$ cat config.mk
export PLATFORM = sky130hd
export DESIGN_NAME = qpsk_tx_framer
export DESIGN_NICKNAME = d
export VERILOG_FILES = /design/src/rtl/qpsk_tx_framer.sv
export SDC_FILE = /design/constraint.sdc
export NUM_CORES = 1
export LEC_CHECK = 0
export CORE_MARGIN = 8
export CORE_UTILIZATION = 55
export CTS_BUF_LIST = sky130_fd_sc_hd__clkbuf_8 sky130_fd_sc_hd__clkbuf_16
export DETAILED_ROUTE_END_ITERATION = 7
export PLACE_DENSITY = 0.75
export REMOVE_ABC_BUFFERS = 1
export SLEW_MARGIN = 10
export SYNTH_ARGS = -nofsm -noshare
export SYNTH_HDL_FRONTEND = slang
export SYNTH_SLANG_ARGS = --single-unit
$ cat constraint.sdc
create_clock -name clk -period 3.69 [get_ports clk]
set_input_delay 0.738 -clock clk [delete_from_list [all_inputs] [get_ports clk]]
set_output_delay 0.738 -clock clk [all_outputs]
set_load 0.005 [all_outputs]
$ cat src/rtl/qpsk_tx_framer.sv
// Packet framer feeding a QPSK modulator: buffers payload bytes, then emits
// preamble, sync word, payload and CRC-8 as 2-bit symbols on each mod_req.
module qpsk_tx_framer #(
    parameter int unsigned FIFO_DEPTH    = 16,
    parameter int unsigned PREAMBLE_SYMS = 16,
    parameter logic [15:0] SYNC_WORD     = 16'hD391
) (
    input  logic       clk,
    input  logic       reset_n,
    input  logic [7:0] s_data,
    input  logic       s_valid,
    input  logic       s_last,
    output logic       s_ready,
    input  logic       mod_req,
    output logic [1:0] symbol_out,
    output logic       symbol_en,
    output logic       busy,
    output logic       underrun,
    output logic [2:0] dbg_state_o
);

    localparam int AW = $clog2(FIFO_DEPTH);
    localparam int PW = ($clog2(PREAMBLE_SYMS + 1) > 4) ? $clog2(PREAMBLE_SYMS + 1) : 4;

    localparam logic [AW:0]   DEPTH_C  = (AW + 1)'(FIFO_DEPTH);
    localparam logic [AW:0]   PTR_ONE  = (AW + 1)'(1);
    localparam logic [PW-1:0] PRE_LEN  = PW'(PREAMBLE_SYMS);
    localparam logic [PW-1:0] SYNC_LEN = PW'(8);
    localparam logic [PW-1:0] BYTE_LEN = PW'(4);
    localparam logic [PW-1:0] P_ONE    = PW'(1);

    typedef enum logic [2:0] {
        S_IDLE     = 3'd0,
        S_PREAMBLE = 3'd1,
        S_SYNC     = 3'd2,
        S_PAYLOAD  = 3'd3,
        S_CRC      = 3'd4
    } state_e;

    function automatic logic [7:0] crc8_byte(input logic [7:0] crc, input logic [7:0] data);
        logic [7:0] c;
        c = crc ^ data;
        for (int i = 0; i < 8; i++) begin
            c = c[7] ? ((c << 1) ^ 8'h07) : (c << 1);
        end
        return c;
    endfunction

    // Byte FIFO. Handshake: a byte transfers on a rising edge where s_valid and
    // s_ready are both high; s_valid may not depend on s_ready.
    logic [8:0]  mem_q [FIFO_DEPTH];
    logic [AW:0] wr_ptr_q, rd_ptr_q;
    logic [AW:0] last_cnt_q, last_cnt_d;
    logic [AW:0] count;
    logic        ready_en_q;
    logic        full, empty, push, pop;
    logic [8:0]  head;

    assign count   = wr_ptr_q - rd_ptr_q;
    assign full    = (count == DEPTH_C);
    assign empty   = (count == '0);
    assign s_ready = ready_en_q & ~full;
    assign push    = s_valid & s_ready;
    assign head    = mem_q[rd_ptr_q[AW-1:0]];

    always_ff @(posedge clk) begin
        if (push) begin
            mem_q[wr_ptr_q[AW-1:0]] <= {s_last, s_data};
        end
    end

    // Number of last-flagged bytes buffered; nonzero means a whole frame is queued.
    always_comb begin
        last_cnt_d = last_cnt_q;
        if (push && s_last) begin
            last_cnt_d = last_cnt_d + PTR_ONE;
        end
        if (pop && head[8]) begin
            last_cnt_d = last_cnt_d - PTR_ONE;
        end
    end

    always_ff @(posedge clk or negedge reset_n) begin
        if (!reset_n) begin
            wr_ptr_q   <= '0;
            rd_ptr_q   <= '0;
            last_cnt_q <= '0;
            ready_en_q <= 1'b0;
        end else begin
            ready_en_q <= 1'b1;
            last_cnt_q <= last_cnt_d;
            if (push) begin
                wr_ptr_q <= wr_ptr_q + PTR_ONE;
            end
            if (pop) begin
                rd_ptr_q <= rd_ptr_q + PTR_ONE;
            end
        end
    end

    // Sequencer: state names the field that the symbol in symbol_out belongs to.
    state_e        state_q, state_d;
    logic [PW-1:0] pos_q, pos_d;
    logic [15:0]   shreg_q, shreg_d;
    logic          last_byte_q, last_byte_d;
    logic [7:0]    crc_q, crc_d;
    logic [1:0]    sym_q, sym_d;
    logic          en_q, en_d;
    logic          busy_q;
    logic          unr_q, unr_d;
    logic          take_byte;

    always_comb begin
        state_d     = state_q;
        pos_d       = pos_q;
        shreg_d     = shreg_q;
        last_byte_d = last_byte_q;
        crc_d       = crc_q;
        sym_d       = sym_q;
        en_d        = en_q;
        unr_d       = 1'b0;
        pop         = 1'b0;
        take_byte   = 1'b0;

        case (state_q)
            S_IDLE: begin
                if (last_cnt_q != '0 || full) begin
                    state_d = S_PREAMBLE;
                    en_d    = 1'b1;
                    sym_d   = 2'b00;
                    pos_d   = P_ONE;
                    crc_d   = 8'h00;
                end
            end
            S_PREAMBLE: begin
                if (mod_req) begin
                    if (pos_q != PRE_LEN) begin
                        sym_d = pos_q[0] ? 2'b11 : 2'b00;
                        pos_d = pos_q + P_ONE;
                    end else begin
                        state_d = S_SYNC;
                        sym_d   = SYNC_WORD[15:14];
                        shreg_d = {SYNC_WORD[13:0], 2'b00};
                        pos_d   = P_ONE;
                    end
                end
            end
            S_SYNC: begin
                if (mod_req) begin
                    if (pos_q != SYNC_LEN) begin
                        sym_d   = shreg_q[15:14];
                        shreg_d = {shreg_q[13:0], 2'b00};
                        pos_d   = pos_q + P_ONE;
                    end else begin
                        take_byte = 1'b1;
                    end
                end
            end
            S_PAYLOAD: begin
                if (mod_req) begin
                    if (pos_q != BYTE_LEN) begin
                        sym_d   = shreg_q[15:14];
                        shreg_d = {shreg_q[13:0], 2'b00};
                        pos_d   = pos_q + P_ONE;
                    end else if (last_byte_q) begin
                        state_d = S_CRC;
                        sym_d   = crc_q[7:6];
                        shreg_d = {crc_q[5:0], 10'b0};
                        pos_d   = P_ONE;
                    end else begin
                        take_byte = 1'b1;
                    end
                end
            end
            S_CRC: begin
                if (mod_req) begin
                    if (pos_q != BYTE_LEN) begin
                        sym_d   = shreg_q[15:14];
                        shreg_d = {shreg_q[13:0], 2'b00};
                        pos_d   = pos_q + P_ONE;
                    end else begin
                        state_d = S_IDLE;
                        en_d    = 1'b0;
                        sym_d   = 2'b00;
                    end
                end
            end
            default: begin
                state_d = S_IDLE;
                en_d    = 1'b0;
                sym_d   = 2'b00;
            end
        endcase

        // Byte boundary: an empty FIFO sends a filler and retries on the next request.
        if (take_byte) begin
            if (empty) begin
                sym_d = 2'b00;
                unr_d = 1'b1;
            end else begin
                pop         = 1'b1;
                state_d     = S_PAYLOAD;
                sym_d       = head[7:6];
                shreg_d     = {head[5:0], 10'b0};
                last_byte_d = head[8];
                crc_d       = crc8_byte(crc_q, head[7:0]);
                pos_d       = P_ONE;
            end
        end
    end

    always_ff @(posedge clk or negedge reset_n) begin
        if (!reset_n) begin
            state_q     <= S_IDLE;
            pos_q       <= '0;
            shreg_q     <= '0;
            last_byte_q <= 1'b0;
            crc_q       <= 8'h00;
            sym_q       <= 2'b00;
            en_q        <= 1'b0;
            busy_q      <= 1'b0;
            unr_q       <= 1'b0;
        end else begin
            state_q     <= state_d;
            pos_q       <= pos_d;
            shreg_q     <= shreg_d;
            last_byte_q <= last_byte_d;
            crc_q       <= crc_d;
            sym_q       <= sym_d;
            en_q        <= en_d;
            busy_q      <= (state_d != S_IDLE);
            unr_q       <= unr_d;
        end
    end

    assign symbol_out  = sym_q;
    assign symbol_en   = en_q;
    assign busy        = busy_q;
    assign underrun    = unr_q;
    assign dbg_state_o = state_q;

endmodule

==> results of run 1 <==
## where the power goes
part / switching (µW) / internal, µW / leakage (µW)
registers: 230 / 2650 / 0.00199
clock network: 829 / 1090 / 0.000308
logic: 1070 / 850 / 0.00141
## per-stage QoR
| step | area, µm² | util (%) | hold WS (ns) |
|---|---|---|---|
| 2_1_floorplan | 8951 | - | 0.4424 |
| 3_3_place_gp | 9666 | 58.91 | 0.4794 |
| 3_5_place_dp | 9666 | 58.91 | 0.4896 |
| 4_1_cts | 10280 | 62.68 | 0.4318 |
| 5_1_grt | 10280 | 62.69 | 0.4861 |
| 6_report | 10280 | 62.69 | 0.4275 |
## cells by family (layout without fill, tap and decap cells)
kind of cell | Yosys count | after routing
muxes | 62 | 62
buffers and inverters | 50 | 100
adders and majority gates | 14 | 14
AOI/OAI and AO/OA | 96 | 96
and+or+nand+nor | 174 | 174
DFF | 198 | 198
other | 1 | 1
xor gates and xnor gates | 44 | 44
## sequential cells by signal, summed over array words and instances, names as in the netlist
register     count
ready_en_q       1
crc_q            8
last_byte_q      1
wr_ptr_q         5
rd_ptr_q         5
symbol_en        1
mem_q          144
last_cnt_q       5
dbg_state_o      3
shreg_q         16
underrun         1
pos_q            5
busy             1
symbol_out       2
## layer usage
metal	part of all wire, %	up-vias	wire length (µm)
li1	-	2512	-
met1	41	2851	8089
met2	51	192	9983
met3	5.2	37	1017
met4	2.6	0	510
met5	0	-	0
## worst register-to-register path, cell delays in order (launching register included)
cell and delay, ns:
dfrtp_2 0.36, buf_4 0.53, mux4_1 0.67, mux2i_1 0.20
mux2i_1 0.26, xnor2_1 0.37, xnor2_2 0.15, xor2_1 0.17
or3_1 0.31, nand3_1 0.08
## how the worst max path moves through the flow
| stage | start | endpoint | slack [ns] | cells past startpoint |
|---|---|---|---|---|
| 6_report | wr_ptr_q[1] | s_ready | 0.14 | 7 |
| 2_1_floorplan | rd_ptr_q[1] | mem_q[1][0] | -0.67 | 8 |
| 4_1_cts | wr_ptr_q[1] | s_ready | 0.12 | 7 |
| 3_5_place_dp | rd_ptr_q[1] | crc_q[1] | 0.55 | 9 |
| 5_1_grt | wr_ptr_q[1] | s_ready | 0.03 | 7 |
| 3_3_place_gp | wr_ptr_q[1] | s_ready | 0.61 | 7 |
## placed cells by master (no fill, tap or decap), types with 6 or more instances in the layout
| cell | count |
|---|---|
| a21oi_1 | 19 |
| a22oi_1 | 9 |
| a31oi_1 | 6 |
| and2_1 | 7 |
| buf_4 | 31 |
| clkbuf_16 | 17 |
| clkdlybuf4s50_1 | 20 |
| dfrtp_1 | 53 |
| edfxtp_1 | 144 |
| ha_1 | 14 |
| inv_1 | 16 |
| mux2i_1 | 19 |
| mux4_1 | 8 |
| mux4_2 | 31 |
| nand2_1 | 47 |
| nand2b_1 | 9 |
| nand3_1 | 18 |
| nand4_1 | 7 |
| nor2_1 | 52 |
| nor3_1 | 10 |
| o21ai_0 | 17 |
| or3_1 | 6 |
| xnor2_1 | 30 |
| xor2_1 | 11 |
## timing repair
action,in CTS,in global routing
endpoints found under the hold margin,0,0
setup endpoints to repair,0,1
resized for setup,0,1
## final cells by class
type,count,area share [%]
clock buffers,17,4.136
clock inverters,14,1.873
inverters,17,0.6204
multi-input cells,391,31.24
flip-flops and latches,198,55.19
well taps,220,2.676
repair buffers,52,4.258
==> summary.txt, run 1 <==
Clocking
  – H-tree depth: 4
  – TritonCTS Buffers: 17
  – Clk Latency, worst-skew pair: around 0.43 ns
  – Clock transition at path regs: about 0.070 ns
  – CTS tree: yes
  – Clk root buf: clkbuf_16
  – Clock sink count: between 150 and 200
  – Hold buffer count at cts: 0
  – Post-CTS setup buffer count: 0
  – Clock buffer depth: 2

Logic synthesis
  – Top cells by count, synth: edfxtp_1, dfrtp_1, nor2_1
  – Top-count cell post-synth: edfxtp_1
  – Synth Area in Adders: a little under 2%
  – EDFF count, synth: roughly 140
  – Synthesized area: between 9000 and 10000 µm²
  – Yosys warns: 0
  – #FFs+latches synth: 198
  – Simple-Gate Fraction of Synth Area: 9.002%
  – XOR/XNOR Fraction of Synth Area: 4.474%
  – Largest family of logic cells by synthesized area: multiplexers
  – Post-synth top flop: edfxtp_1
  – Share of the synthesized area in the top cell type: 47.43%
  – Mean Syn Cell Area: between 10 and 15 µm²
  – Post-synthesis sequential area ratio: ~62%
  – Top post-synthesis cells by area: edfxtp_1, dfrtp_1, mux4_2, xnor2_1, mux4_1
  – Mux contribution to synthesized area: 12.54%
  – Syn Inst Count: approximately 640
  – Synth area leader: edfxtp_1
  – Post-synthesis compound-gate area fraction: between 7 and 8%
  – Asr flop ratio synth: 27.27%
  – Synth cell types: 64

Power
  – Pwr Total: approximately 6700 µW
  – Pwr Density: roughly 650 nW/µm²
  – Leak: 0.003712 µW
  – Max VDD drop: between 0.5 and 0.6 mV

Cells and area
  – Fill count: ~1200
  – Register area: roughly 5700 µm²
  – Nets@finish: around 700
  – Post-route insts no fill: ~910
  – Area of the multi-input gates: about 3200 µm²
  – Share of cells above drive strength 1: 15.97%
  – Area Growth Syn to Fin: 12.80%
  – Diodes inserted: 0

Drt
  – Pre-antenna DRT Iters: 5
  – Vias/cell: 6.152
  – DRT iter0 DRCs: ~410
  – DR vias: about 5600
  – Routed Antenna Nets: 0
  – Drt drc: 0
  – WL per Instance: ~22 µm
  – Total Wirelength: 19.60 mm

Timing
  – Final Hold Vio Count: 0
  – RSZ-0062 raised after global routing: no
  – Clock Skew: approximately 0.0090 ns
  – Worst-margin pin slew: roughly 0.9 ns
  – Slew Limit Fails: 0
  – Final worst slack: 0.1406 ns
  – Slew headroom: 39.24%
  – Tcrit/Tclk final: slightly below 100%
  – Tmin final: around 3.5 ns
  – Fmax: 281.7 MHz
  – Final setup violation count: 0
  – Setup TNS: 0 ns

GRT
  – Gr ovfl total: 0
  – Vias in the first global route: roughly 5600
  – Initial antenna violation count: 0
  – Met3 Use GR: between 3 and 4%
  – GRT met1 Usage: roughly a quarter
  – First-pass GRT wire length: roughly 30 mm
  – Largest net degree at the start of global routing: 39
  – Total track usage: 19.83%
  – Global routing's busiest layer: met2
  – M2 GR Usage: between 30% and 40%

Critical path
  – CP startpoint kind: flip-flop
  – R2r setup slk: 0.52 ns
  – CP top delay family: compound AO/OA/AOI/OAI gates
  – CP Class: reg -> out
  – Crit path largest cell delay: about 0.54 ns
  – Reg-to-reg startpoint: rd_ptr_q[1]
  – Worst setup EP type: primary output
  – Required @ worst endpoint: around 3.0 ns
  – CP Cell Sequence: ha_1, nor2b_1, o21ai_0, a2111oi_1, a21oi_1, and2_1, clkdlybuf4s50_1
  – Slowest CP cell: a2111oi_1
  – R2R depth: 9
  – RR Endpoint: crc_q[1]
  – Crit path buffers/inverters: 1
  – Critical Path Fanout Max: 5
  – Worst Path Arrival: ~2.8 ns

Hold path
  – HP Class: in -> async

Die
  – Die W: around 140 µm
  – Die area: approximately 21000 µm²
  – Die height: ~140 µm
  – Core ar.: 16410 µm²
  – Std-Cell Rows: 47
  – Initial core utilization: between 50% and 60%
  – I/O Pins: 22

Placed design
  – IO buf count: 21
  – Placed cells: roughly 880
  – RD Place Congestion: 0.8994
  – Pre-CTS setup slack: ~0.55 ns
  – Dpl hpwl: 12.83 mm

Outcome
  – Status: finished, final reports clean

Run
  – Max-cap violations: 0
Power figures use the tool's default switching activity.
==> inputs of run 2 (changes only) <==
--- a/config.mk
+++ b/config.mk
@@ -5,11 +5,13 @@
 export SDC_FILE = /design/constraint.sdc
 export NUM_CORES = 1
 export LEC_CHECK = 0
+export CELL_PAD_IN_SITES_DETAIL_PLACEMENT = 0
+export CELL_PAD_IN_SITES_GLOBAL_PLACEMENT = 1
 export CORE_MARGIN = 8
-export CORE_UTILIZATION = 55
+export CORE_UTILIZATION = 47
 export CTS_BUF_LIST = sky130_fd_sc_hd__clkbuf_8 sky130_fd_sc_hd__clkbuf_16
 export DETAILED_ROUTE_END_ITERATION = 7
-export PLACE_DENSITY = 0.75
+export PLACE_DENSITY_LB_ADDON = 0.1
 export REMOVE_ABC_BUFFERS = 1
 export SLEW_MARGIN = 10
 export SYNTH_ARGS = -nofsm -noshare
==> summary.txt, run 2 (synthesized netlist as in run 1, its figures left out) <==
Power
  – Leak: around 0.0037 µW
  – Pwr Total: 6600 µW
  – Max VDD drop: about 0.51 mV
  – Pwr Density: 638.8 nW/µm²

Cells and area
  – Largest register FFs: between 100 and 150
  – Post-route insts no fill: about 960
  – Util after Layout: a little over half
  – Diodes inserted: 0
  – Fill count: between 1500 and 2000
  – Nets@finish: 706
  – Most frequent cells in the layout: edfxtp_1, dfrtp_1, nor2_1, nand2_1, buf_4
  – Register area: approximately 5700 µm²
  – Area of the multi-input gates: ~3200 µm²
  – Area Growth Syn to Fin: 13.32%
  – Share of cells above drive strength 1: approximately 16%
  – Commonest non-fill, non-tap cell in the layout: edfxtp_1

Timing
  – Slew headroom: 32.92%
  – Final setup violation count: 0
  – Fmax: 289.3 MHz
  – Final worst slack: approximately 0.23 ns
  – RSZ-0062 raised after global routing: no
  – Tmin final: between 3 and 4 ns
  – Final Hold Vio Count: 0
  – Worst-margin pin slew: between 1 and 1.5 ns
  – Slew Limit Fails: 0
  – Tcrit/Tclk final: about 94%
  – Clock Skew: between 0.01 and 0.015 ns

Die
  – Die height: ~160 µm
  – Die W: 155.3 µm
  – Core ar.: 19270 µm²
  – Die area: 24110 µm²
  – Std-Cell Rows: 51
  – I/O Pins: 22
  – Initial core utilization: a little under half

Clocking
  – CTS tree: yes
  – H-tree depth: 4
  – Clk root buf: clkbuf_16
  – Clock sink count: a little under 200
  – Post-CTS setup buffer count: 0
  – Clk Latency, worst-skew pair: roughly 0.43 ns
  – Clock buffer depth: 2
  – TritonCTS Buffers: 17
  – Clock transition at path regs: about 0.08 ns

GRT
  – First-pass GRT wire length: 31.24 mm
  – Vias in the first global route: around 5500
  – Met3 Use GR: 3.440%
  – GRT met1 Usage: between 20 and 25%
  – M2 GR Usage: ~29%
  – Total track usage: between 15 and 20%
  – Gr ovfl total: 0
  – Largest net degree at the start of global routing: 39
  – Global routing's busiest layer: met2
  – Initial antenna violation count: 0

Critical path
  – Worst setup EP type: primary output
  – Critical Path Fanout Max: 5
  – CP Class: reg -> out
  – CP startpoint kind: flip-flop
  – Worst Path Arrival: roughly 2.7 ns
  – Required @ worst endpoint: slightly below 3 ns

Placed design
  – IO buf count: 21
  – Dpl hpwl: roughly 13 mm
  – RD Place Congestion: 0.8557
  – Pre-CTS setup slack: just over 0.5 ns
  – Placed cells: between 900 and 1000

Drt
  – Vias/cell: 5.610
  – Pre-antenna DRT Iters: 5
  – DRT iter0 DRCs: roughly 300
  – DR vias: between 5000 and 6000
  – Routed Antenna Nets: 0
  – Total Wirelength: ~20 mm
  – Drt drc: 0
  – WL per Instance: around 20 µm

Hold path
  – HP Class: in -> async

Run
  – Max-cap violations: 0

Outcome
  – Status: finished, final reports clean
==> run 2: changes by cell type in the layout (fill, tap and decap cells not counted), moves of 2 or more <==
cell / delta
clkinv_2: -3
bufinv_16: -3
inv_6: +2
clkinvlp_4: +2
==> run 2: where the power goes <==
part | switching, µW | internal, µW
sequential | 231 | 2650
combinational | 1060 | 859
clock | 881 | 919
==> run 2: through the flow <==
stage	area, µm²	hold slack (ns)	setup TNS [ns]
after global routing	10330	0.3475	0
after floorplan	8951	0.4424	-78.60
after CTS	10330	0.3198	0
after detailed placement	9749	0.4862	0
final	10330	0.3116	0
after global placement	9749	0.4924	0
==> run 2: path summary, 6_finish.rpt <==
path	from	endpoint	slack (ns)	cells after the start
max in group asynchronous	reset_n	rd_ptr_q[1]	2.52	2
worst min-delay path	reset_n	pos_q[4]	0.31	1
min in group clk	rd_ptr_q[4]	rd_ptr_q[4]	0.50	1
worst max register to register	wr_ptr_q[1]	mem_q[1][7]	0.73	9
worst min register to register	rd_ptr_q[4]	rd_ptr_q[4]	0.50	1
worst max-delay path	wr_ptr_q[1]	s_ready	0.23	7
==> run 2: layout make-up <==
cell class	instances	share of cell area [%]
inverters	17	0.6176
clock buffers	18	4.250
flip-flops and latches	198	54.94
clock inverters	14	1.332
multi-input cells	391	31.15
repair buffers	54	4.505
well taps	265	3.209
==> run 2: timing repair <==
action                     in CTS  in global routing
hold buffers                    0                  0
setup endpoints to repair       0                  1
gates resized for setup         0                  2
==> run 2: worst max-delay path, stage by stage, from the launching register on <==
cell	delay, ns
dfrtp_1	0.44
ha_1	0.32
nor2b_1	0.16
o21ai_0	0.15
a2111oi_2	0.45
a21oi_1	0.15
and2_1	0.19
clkdlybuf4s50_1	0.44
==> run 2: metal layers <==
layer / wire [µm] / vias up
met1: 8687 / 2734
li1: - / 2510
met3: 575 / 24
met5: 0 / -
met4: 315 / 0
met2: 9924 / 101
==> inputs of run 3 (changes only) <==
--- a/config.mk
+++ b/config.mk
@@ -7,10 +7,12 @@
 export LEC_CHECK = 0
 export CELL_PAD_IN_SITES_DETAIL_PLACEMENT = 0
 export CELL_PAD_IN_SITES_GLOBAL_PLACEMENT = 1
+export CORE_ASPECT_RATIO = 0.5
 export CORE_MARGIN = 8
-export CORE_UTILIZATION = 47
+export CORE_UTILIZATION = 45
 export CTS_BUF_LIST = sky130_fd_sc_hd__clkbuf_8 sky130_fd_sc_hd__clkbuf_16
 export DETAILED_ROUTE_END_ITERATION = 7
+export GPL_ROUTABILITY_DRIVEN = 0
 export PLACE_DENSITY_LB_ADDON = 0.1
 export REMOVE_ABC_BUFFERS = 1
 export SLEW_MARGIN = 10
==> summary.txt, run 3 (synthesized netlist as in run 1, its figures left out) <==
Outcome
  – Status: finished, final reports clean

Cells and area
  – Area Growth Syn to Fin: 14.04%
  – Largest register FFs: between 100 and 150
  – Most frequent cells in the layout: edfxtp_1, dfrtp_1, nor2_1, nand2_1, buf_4
  – Share of cells above drive strength 1: approximately 17%
  – Diodes inserted: 0
  – Fill count: ~1700
  – Commonest non-fill, non-tap cell in the layout: edfxtp_1
  – Nets@finish: around 720

Timing
  – Worst hold slack: 0.2150 ns
  – Final setup violation count: 0
  – Final worst slack: approximately 0.14 ns
  – Slew headroom: around 23%
  – Clock Skew: 0.01089 ns
  – Fmax: about 280 MHz
  – Slew Limit Fails: 0
  – Tmin final: about 3.5 ns
  – Tcrit/Tclk final: 96.20%
  – Final Hold Vio Count: 0
  – Worst-margin pin slew: between 1 and 1.5 ns

Critical path
  – Crit path largest cell delay: 0.50 ns
  – Worst Path Arrival: about 2.8 ns
  – Required @ worst endpoint: approximately 3 ns
  – CP startpoint kind: flip-flop
  – CP Class: reg -> out
  – Crit path buffers/inverters: 1
  – Slowest CP cell: clkdlybuf4s50_1
  – CP top delay family: compound AO/OA/AOI/OAI gates
  – CP Cell Sequence: ha_1, nor2b_1, o21ai_0, a2111oi_2, a21oi_1, and2_1, clkdlybuf4s50_1
  – Reg-to-reg startpoint: wr_ptr_q[1]
  – Critical Path Fanout Max: 5
  – Worst setup EP type: primary output
  – Crit path launch: wr_ptr_q[1]

Placed design
  – Pre-CTS setup slack: 0.5522 ns
  – IO buf count: 21
  – Dpl hpwl: 13.56 mm

Clocking
  – Clock sink count: about 200
  – TritonCTS Buffers: 17
  – H-tree depth: 4
  – Clk root buf: clkbuf_16
  – Clock buffer depth: 2
  – Clock transition at path regs: ~0.070 ns
  – Number of gates resized after cts: 0
  – Hold buffer count at cts: 0
  – Clk Latency, worst-skew pair: 0.44 ns
  – CTS tree: yes
  – Post-CTS setup buffer count: 0

GRT
  – Total track usage: between 10% and 20%
  – Gr ovfl total: 0
  – Vias in the first global route: approximately 5400
  – Largest net degree at the start of global routing: 40
  – Initial antenna violation count: 0
  – First-pass GRT wire length: 32.31 mm

Drt
  – Pre-antenna DRT Iters: 5
  – Total Wirelength: 20.44 mm
  – Routed Antenna Nets: 0
  – WL per Instance: 21.13 µm
  – DRT iter0 DRCs: approximately 510
  – Vias/cell: 5.620
  – Drt drc: 0
  – DR vias: ~5400

Power
  – Pwr Density: approximately 640 nW/µm²
  – Pwr Total: between 6000 and 7000 µW
  – Max VDD drop: ~0.36 mV
  – Leak: around 0.0037 µW

Die
  – Die W: approximately 220 µm
  – Die area: around 25000 µm²
  – I/O Pins: 22
  – Initial core utilization: a little under half
  – Core ar.: between 15000 and 20000 µm²
  – Std-Cell Rows: 36
  – Die height: ~120 µm

Hold path
  – HP Class: in -> async

Run
  – Max-cap violations: 0
-- run 3: cell count changes in the layout (fill, tap and decap cells not counted), sizes merged --
cell and delta:
clkinvlp +1, buf +9, clkbuf -1, inv -2, bufinv +1, clkinv +1
-- run 3: layout make-up --
| type | count | area [µm²] | share of cell area (%) |
|---|---|---|---|
| flip-flops and latches | 198 | 5677 | 54.60 |
| clock inverters | 15 | 147.6 | 1.420 |
| well taps | 266 | 332.8 | 3.201 |
| multi-input cells | 391 | 3218 | 30.95 |
| clock buffers | 17 | 425.4 | 4.091 |
| repair buffers | 63 | 533.0 | 5.126 |
| inverters | 17 | 63.81 | 0.6137 |
-- run 3: report_power, final --
group	switching, µW	internal, µW
Clock	870	950
Combinational	1090	863
Sequential	230	2650
Total	2190	4460
-- run 3: stage by stage --
stage	std cells	instance area, µm²	setup TNS (ns)	utilization [%]
after global routing	967	10400	-0.03466	52.82
after floorplan	606	8951	-78.60	-
final	967	10400	0	52.82
after detailed placement	935	9818	0	49.88
after global placement	935	9818	0	49.88
after CTS	967	10390	0	52.79
-- run 3: layer usage --
metal / up-vias / part of all wire (%) / track usage [%]
met5: - / 0 / 0
met1: 2768 / 47 / 23.38
met4: 0 / 1.2 / 5.244
met3: 18 / 4.9 / 4.085
li1: 2523 / - / -
met2: 126 / 47 / 26.71
-- run 3: worst paths after layout --
kind	endpoint	slack [ns]	cells after the start
max in group asynchronous	rd_ptr_q[1]	2.60	2
max	s_ready	0.14	7
min	symbol_en	0.22	1
min in group clk	rd_ptr_q[4]	0.49	1
max reg2reg	shreg_q[14]	0.59	9
min reg2reg	rd_ptr_q[4]	0.49	1
